<file path="src/rtl/alu_arbiter_if.sv">
// Command/response bundle between two ALU requesters, the arbiter and the response consumer.
interface alu_arbiter_if #(parameter int WIDTH = 4);
   logic             req0_valid;
   logic             req0_ready;
   logic [WIDTH-1:0] req0_a;
   logic [WIDTH-1:0] req0_b;
   logic [2:0]       req0_op;
   logic             req1_valid;
   logic             req1_ready;
   logic [WIDTH-1:0] req1_a;
   logic [WIDTH-1:0] req1_b;
   logic [2:0]       req1_op;
   logic             rsp_valid;
   logic             rsp_ready;
   logic             rsp_id;
   logic [WIDTH-1:0] rsp_result;
   logic             rsp_zero;
   logic             rsp_err;

   modport master (
      output req0_valid, req0_a, req0_b, req0_op,
      output req1_valid, req1_a, req1_b, req1_op,
      output rsp_ready,
      input  req0_ready, req1_ready,
      input  rsp_valid, rsp_id, rsp_result, rsp_zero, rsp_err
   );

   modport slave (
      input  req0_valid, req0_a, req0_b, req0_op,
      input  req1_valid, req1_a, req1_b, req1_op,
      input  rsp_ready,
      output req0_ready, req1_ready,
      output rsp_valid, rsp_id, rsp_result, rsp_zero, rsp_err
   );
endinterface

</file>
<file path="src/rtl/alu_arbiter.sv">
// Two-requester round-robin arbiter in front of a small ALU; one command in flight,
// response held until the consumer takes it.
module alu_arbiter #(
   parameter int WIDTH = 4
) (
   input logic          clk,
   input logic          rst,
   alu_arbiter_if.slave bus
);

   typedef enum logic [1:0] {IDLE, EXEC, RESP} state_t;

   state_t           state;
   logic             last_grant;
   logic             any_valid;
   logic             grant;
   logic [WIDTH-1:0] a_q;
   logic [WIDTH-1:0] b_q;
   logic [2:0]       op_q;
   logic             id_q;
   logic [WIDTH-1:0] result_q;
   logic             zero_q;
   logic             err_q;
   logic             valid_q;
   logic [WIDTH-1:0] alu_result;
   logic             alu_err;

   // On a tie the requester not served last wins; a lone requester always wins.
   always_comb begin
      any_valid = bus.req0_valid | bus.req1_valid;
      grant     = (bus.req0_valid && bus.req1_valid) ? ~last_grant : bus.req1_valid;
   end

   assign bus.req0_ready = (state == IDLE) && !rst && bus.req0_valid && !grant;
   assign bus.req1_ready = (state == IDLE) && !rst && bus.req1_valid && grant;

   always_comb begin
      alu_result = '0;
      alu_err    = 1'b0;
      case (op_q)
         3'b000:  alu_result = a_q + b_q;
         3'b001:  alu_result = a_q - b_q;
         3'b010:  alu_result = a_q & b_q;
         3'b011:  alu_result = a_q | b_q;
         3'b100:  alu_result = a_q ^ b_q;
         default: alu_err    = 1'b1;
      endcase
   end

   always_ff @(posedge clk) begin
      if (rst) begin
         state      <= IDLE;
         last_grant <= 1'b1;
         a_q        <= '0;
         b_q        <= '0;
         op_q       <= '0;
         id_q       <= 1'b0;
         result_q   <= '0;
         zero_q     <= 1'b0;
         err_q      <= 1'b0;
         valid_q    <= 1'b0;
      end else begin
         case (state)
            IDLE: begin
               if (any_valid) begin
                  a_q        <= grant ? bus.req1_a  : bus.req0_a;
                  b_q        <= grant ? bus.req1_b  : bus.req0_b;
                  op_q       <= grant ? bus.req1_op : bus.req0_op;
                  id_q       <= grant;
                  last_grant <= grant;
                  state      <= EXEC;
               end
            end
            EXEC: begin
               result_q <= alu_result;
               zero_q   <= (alu_result == '0);
               err_q    <= alu_err;
               valid_q  <= 1'b1;
               state    <= RESP;
            end
            RESP: begin
               if (bus.rsp_ready) begin
                  valid_q <= 1'b0;
                  state   <= IDLE;
               end
            end
            default: state <= IDLE;
         endcase
      end
   end

   // id_q only changes on acceptance in IDLE, so it doubles as the stable response id.
   assign bus.rsp_valid  = valid_q;
   assign bus.rsp_id     = id_q;
   assign bus.rsp_result = result_q;
   assign bus.rsp_zero   = zero_q;
   assign bus.rsp_err    = err_q;

endmodule

</file>
<file path="src/flat_wrapper.sv">
// flat-port wrapper written by rule: the top's interface ports become plain ports
module alu_arbiter_flat 
#(
   parameter int WIDTH = 4
)
  (clk, rst, bus_req0_valid, bus_req0_a, bus_req0_b, bus_req0_op, bus_req1_valid, bus_req1_a, bus_req1_b, bus_req1_op, bus_rsp_ready, bus_req0_ready, bus_req1_ready, bus_rsp_valid, bus_rsp_id, bus_rsp_result, bus_rsp_zero, bus_rsp_err);
  alu_arbiter_if #(.WIDTH(WIDTH)) bus_i ();
  input logic clk;
  input logic rst;
  input wire logic [$bits(bus_i.req0_valid)-1:0] bus_req0_valid;
  input wire logic [$bits(bus_i.req0_a)-1:0] bus_req0_a;
  input wire logic [$bits(bus_i.req0_b)-1:0] bus_req0_b;
  input wire logic [$bits(bus_i.req0_op)-1:0] bus_req0_op;
  input wire logic [$bits(bus_i.req1_valid)-1:0] bus_req1_valid;
  input wire logic [$bits(bus_i.req1_a)-1:0] bus_req1_a;
  input wire logic [$bits(bus_i.req1_b)-1:0] bus_req1_b;
  input wire logic [$bits(bus_i.req1_op)-1:0] bus_req1_op;
  input wire logic [$bits(bus_i.rsp_ready)-1:0] bus_rsp_ready;
  output wire logic [$bits(bus_i.req0_ready)-1:0] bus_req0_ready;
  output wire logic [$bits(bus_i.req1_ready)-1:0] bus_req1_ready;
  output wire logic [$bits(bus_i.rsp_valid)-1:0] bus_rsp_valid;
  output wire logic [$bits(bus_i.rsp_id)-1:0] bus_rsp_id;
  output wire logic [$bits(bus_i.rsp_result)-1:0] bus_rsp_result;
  output wire logic [$bits(bus_i.rsp_zero)-1:0] bus_rsp_zero;
  output wire logic [$bits(bus_i.rsp_err)-1:0] bus_rsp_err;
  assign bus_i.req0_valid = bus_req0_valid;
  assign bus_i.req0_a = bus_req0_a;
  assign bus_i.req0_b = bus_req0_b;
  assign bus_i.req0_op = bus_req0_op;
  assign bus_i.req1_valid = bus_req1_valid;
  assign bus_i.req1_a = bus_req1_a;
  assign bus_i.req1_b = bus_req1_b;
  assign bus_i.req1_op = bus_req1_op;
  assign bus_i.rsp_ready = bus_rsp_ready;
  assign bus_req0_ready = bus_i.req0_ready;
  assign bus_req1_ready = bus_i.req1_ready;
  assign bus_rsp_valid = bus_i.rsp_valid;
  assign bus_rsp_id = bus_i.rsp_id;
  assign bus_rsp_result = bus_i.rsp_result;
  assign bus_rsp_zero = bus_i.rsp_zero;
  assign bus_rsp_err = bus_i.rsp_err;
  alu_arbiter #(.WIDTH(WIDTH)) u_core (.clk(clk), .rst(rst), .bus(bus_i));
endmodule
</file>
<file path="config.mk">
export PLATFORM = sky130hd
export DESIGN_NAME = alu_arbiter_flat
export DESIGN_NICKNAME = d
export VERILOG_FILES = /design/src/rtl/alu_arbiter_if.sv /design/src/rtl/alu_arbiter.sv /design/src/flat_wrapper.sv
export SDC_FILE = /design/constraint.sdc
export NUM_CORES = 1
export LEC_CHECK = 0
export ABC_AREA = 1
export CAP_MARGIN = 10
export CORE_UTILIZATION = 52
export DETAILED_ROUTE_END_ITERATION = 10
export PLACE_DENSITY = 0.84
export SETUP_SLACK_MARGIN = 0.02
export SYNTH_ARGS = -nofsm -noshare
export SYNTH_HDL_FRONTEND = slang
export SYNTH_SLANG_ARGS = --single-unit
</file>
<file path="constraint.sdc">
create_clock -name clk -period 4.2 [get_ports clk]
set_input_delay 1.26 -clock clk [delete_from_list [all_inputs] [get_ports clk]]
set_output_delay 1.26 -clock clk [all_outputs]
set_load 0.01 [all_outputs]
</file>
After elaboration in Yosys (flattened, before gate mapping) --
Cells that the tools add are included.
Operators by class: equal/unequal tests 8, add/subtract/negate cells 2, reduce and logical (&&, ||, !) cells 16, mux-type cells 11, bitwise operators 5
Operators with widths (number):
- $pmux W4 S5 | 1
- $mux W4 | 2
- $eq A3 B2 Y1 const B | 2
- $logic_and A1 B1 Y1 | 6
- $pmux W2 S3 | 1
- $reduce_and A2 Y1 | 3
- $reduce_or A5 Y1 | 1
- $add A4 B4 Y4 | 1
- $and A4 B4 Y4 | 1
- $logic_not A4 Y1 | 1
- $mux W2 | 2
- $or A4 B4 Y4 | 1
- $sub A4 B4 Y4 | 1
- $xor A4 B4 Y4 | 1
- $eq A3 B1 Y1 const B | 1
- $eq A3 B3 Y1 const B | 1
- $logic_not A3 Y1 | 1
- $mux W1 | 3
- $mux W3 | 1
- $eq A2 B1 Y1 const B | 1
- $eq A2 B2 Y1 const B | 1
- $logic_not A1 Y1 | 2
- $logic_not A2 Y1 | 1
- $ne A2 B1 Y1 const B | 1
- 5 further kinds | 5
Storage, ports and cells: word-level logic and storage cells 52, register bits after elaboration 22, output and inout bits 10, input port bits 27

Longest topological paths before layout --
word-level depth 4, gate-level depth with buffers 16, depth with buffers taken out 15

Least setup slack after synthesis --
No wires, ideal clock.
kind input-to-output, from input bus_req0_valid, to output bus_req0_ready, arrival 1.985 ns, required time 2.940 ns, path buffers 1, slack 0.955 ns, stages on the path 5, path through nand2_1 -> nand2_1 -> inv_1 -> clkbuf_1 -> nor3b_1
On the way: cells in the longest elaborated chain, start to end 4, elaborated cells between the ends (all ways) 5, those cells by class mux (1); reduce/logical (4)
RTL lines:
- start: declaration | RTL line flat_wrapper.sv:10 | input wire logic [$bits(bus_i.req0_valid)-1:0] bus_req0_valid;
- $logic_and A1 B1 Y1 | RTL line alu_arbiter.sv:31 | grant = (bus.req0_valid && bus.req1_valid) ? ~last_grant : bus.req1_valid;
- $mux W1 | RTL line alu_arbiter.sv:31
- $logic_not A1 Y1 | RTL line alu_arbiter.sv:34 | assign bus.req0_ready = (state == IDLE) && !rst && bus.req0_valid && !grant;
- $logic_and A1 B1 Y1 (*) | RTL line alu_arbiter.sv:34
- end: declaration | RTL line flat_wrapper.sv:19 | output wire logic [$bits(bus_i.req0_ready)-1:0] bus_req0_ready;
Every way passes the cells marked *; elsewhere a longest branch is shown, timed or not.

Final worst setup path --
Ends and elaborated chain as after synthesis.

==> results_dict.tcl <==
set metrics [dict create \
    tns_ps 0 \
    crit_arrival_ps 2720 \
    synth_top_family_by_area "simple AND/OR/NAND/NOR gates" \
    period_share_pct 94.8 \
    use_met3_pct 4.44 \
    htree_levels 1 \
    ff2ff_path_depth 13 \
    grt_pass1_vias 1217 \
    layout.nets 287 \
    wl_per_cell_um 10.5 \
    synth.most_common_cell "nand2_1" \
    worstSetupPathType "in2out" \
    post_cts_buffers 0 \
    synth_top_area_share_pct 30.7 \
    drive_gt1_share_pct 7.72 \
    ios 37 \
    dp_hpwl_mm 2.25 \
    r2r_setup_slack_ps 2070 \
    yosysWarnings 0 \
    fmax_ghz 0.251 \
    dr.pass1.iters 4 \
    synth_top_cell_by_area "dfxtp_1" \
    grt_busiest_layer "met2" \
    gr-total-overflow 0 \
    slowest_stage "clkdlybuf4s50_1" \
    design.die.area_sq_mm 0.00298 \
    antenna_cells 0 \
    final-setup-viol-count 0 \
    synth_fa_ha_area_share_pct 11.8 \
    drc_errors 0 \
    avgViaCountPerCell 5.01 \
    start_util_pct 56.4 \
    track_usage_pct 23.1 \
    synthArstFlopShare_pct 0 \
    ys_seq_area_share_pct 30.7 \
    rsz0062_at_grt "no" \
    hold_viol 0 \
    hold_path_class "reg2reg" \
    p_leak_nw 0.935 \
    synth_nets 250 \
    power_density_mw_per_mm2 357 \
    synth_compound_area_share_pct 11.8 \
    die_w_um 54.6 \
    cpPeakStageDelay_ps 570 \
    ys_ff_latch 22 \
    synth_mux_area_share_pct 0 \
    worst_hold_path.num_cells 2 \
    r2r_end "u_core.bus.rsp_result[3]" \
    ir_drop_mv 0.252 \
    maxSlewViolCount 0 \
    crit_fanout 3 \
    synthFlopType "dfxtp_1" \
    gp_congestion 0.783 \
    cp.required_ps 2940 \
    worstMarginPinSlew_ps 688 \
    use_met1_pct 29.0 \
    cts_tree "built" \
    grt_max_degree 24 \
    r2r_start "u_core.op_q[2]" \
    end_kind "output port" \
    grt_util_met2_pct 40.4 \
    fin_skew_ps 12.5 \
    numCtsBuffers 3 \
    outcome "finished clean" \
    cts-root-buf "clkbuf_4" \
    flow.area_growth_from_synthesis_pct 30.5 \
    cts_sinks 22 \
    portBuffers 36 \
    crit_chain "clkdlybuf4s50_1 > nand2_1 > nand2_1 > inv_1 > nor3b_1 > clkdlybuf4s50_1" \
    drt_iter0_drc 32 \
    hold_buffers 0 \
    clkTransAtPathRegs_ps 130 \
    post_synth_num_cell_types 27 \
    post_cts_resized 0 \
    yosys.area_share.simple_pct 31.6 \
    start_kind "primary input" \
    cts_max_path_buffers 2 \
    rows 18 \
    finalCriticalPeriod_ps 3980 \
    cap_violations 0 \
    synth_area_sq_mm 0.00144 \
    hold_path_end "u_core.bus.rsp_id" \
    num_vias 1382 \
    hold_path.startpoint "u_core.bus.rsp_id" \
    die_h_um 54.6 \
    yosys-top-cells-count "50 x nand2_1, 35 x inv_1, 27 x nand3_1, 22 x dfxtp_1" \
    syn_inst 210 \
    slew_headroom_pct 54.0 \
    ant_nets 0 \
    grt_pass1_wl_mm 4.99 \
    syn_avg_cell_area_sq_um 6.84 \
    antenna_found_initial 0 \
    synth_xor_area_share_pct 1.22 \
    synth_edf_count 0 \
    routed_wirelength_mm 2.90 \
    power.total_mw 0.669 \
    clkLatencyLatePin_ps 310 \
    core_area_sq_mm 0.00254 \
    synth.area.top_cells "dfxtp_1 31%, nand2_1 13%, ha_1 10%" \
]
final cells by class:
cell class,count,area (sq um)
Inverter,38,143
Fill cell,207,671
Sequential cell,22,440
Clock buffer,3,22.5
Clock inverter,1,30.0
Timing Repair Buffer,40,390
Multi-Input combinational cell,142,811
Tap cell,30,37.5
kinds of logic after synthesis:
| kind of cell | after synthesis |
|---|---|
| AND/OR/NAND/NOR | 102 |
| buffers and inverters | 46 |
| AO/OA/AOI/OAI | 25 |
| flip-flops | 22 |
| adder cells (fa/ha/maj) | 13 |
| XOR/XNOR | 2 |
stage by stage:
stage / hold slack, ps / std cells / setup slack (ps) / cell area, sq um / util (%)
floorplan: 442 / 210 / 955 / 1440 / -
detailed placement: 461 / 272 / 233 / 1820 / 71.6
global route: 504 / 276 / 172 / 1870 / 73.6
finish: 477 / 276 / 220 / 1870 / 73.6
global placement: 457 / 272 / 268 / 1820 / 71.6
CTS: 481 / 276 / 230 / 1870 / 73.6
worst max path at each step:
stage	start	slack (ps)	to
global placement	bus_req0_valid	270	bus_req0_ready
detailed placement	bus_req0_valid	230	bus_req0_ready
floorplan	bus_req0_valid	960	bus_req0_ready
global route	bus_req0_valid	170	bus_req0_ready
CTS	bus_req0_valid	230	bus_req0_ready
finish	bus_req0_valid	220	bus_req0_ready
power breakdown:
part           internal, mW  total [mW]  switching, mW
sequential            0.234       0.260         0.0264
combinational         0.114       0.246          0.132
clock                0.0965       0.163         0.0665
worst max-delay path, delay by kind of cell:
family        cells  cell delay [ps]
buf+inv           3             1120
simple gates      3              330
sequential cells by signal, indices dropped and copies added, names as in the netlist, 2 cells and up:
name	cells
u_core.a_q	4
u_core.state	2
u_core.bus.rsp_result	4
u_core.op_q	3
u_core.b_q	4
per-layer routing:
metal | vias to the layer above | routed length, um
met3 | 2 | 79
li1 | 745 | -
met4 | 0 | 21
met1 | 609 | 1440
met2 | 26 | 1360
met5 | - | 0
cells in the final DEF, fill, tap and decap left out, drive strengths merged, types with 3 or more instances in the layout:
| cell type | n |
|---|---|
| o21ai | 4 |
| nand3 | 29 |
| clkbuf | 3 |
| inv | 37 |
| nor2 | 18 |
| dfxtp | 22 |
| nand2 | 52 |
| ha | 12 |
| clkdlybuf4s50 | 36 |
| buf | 4 |
| o211ai | 14 |
| a21oi | 5 |
Note: power is estimated with default switching activity, not from simulation.
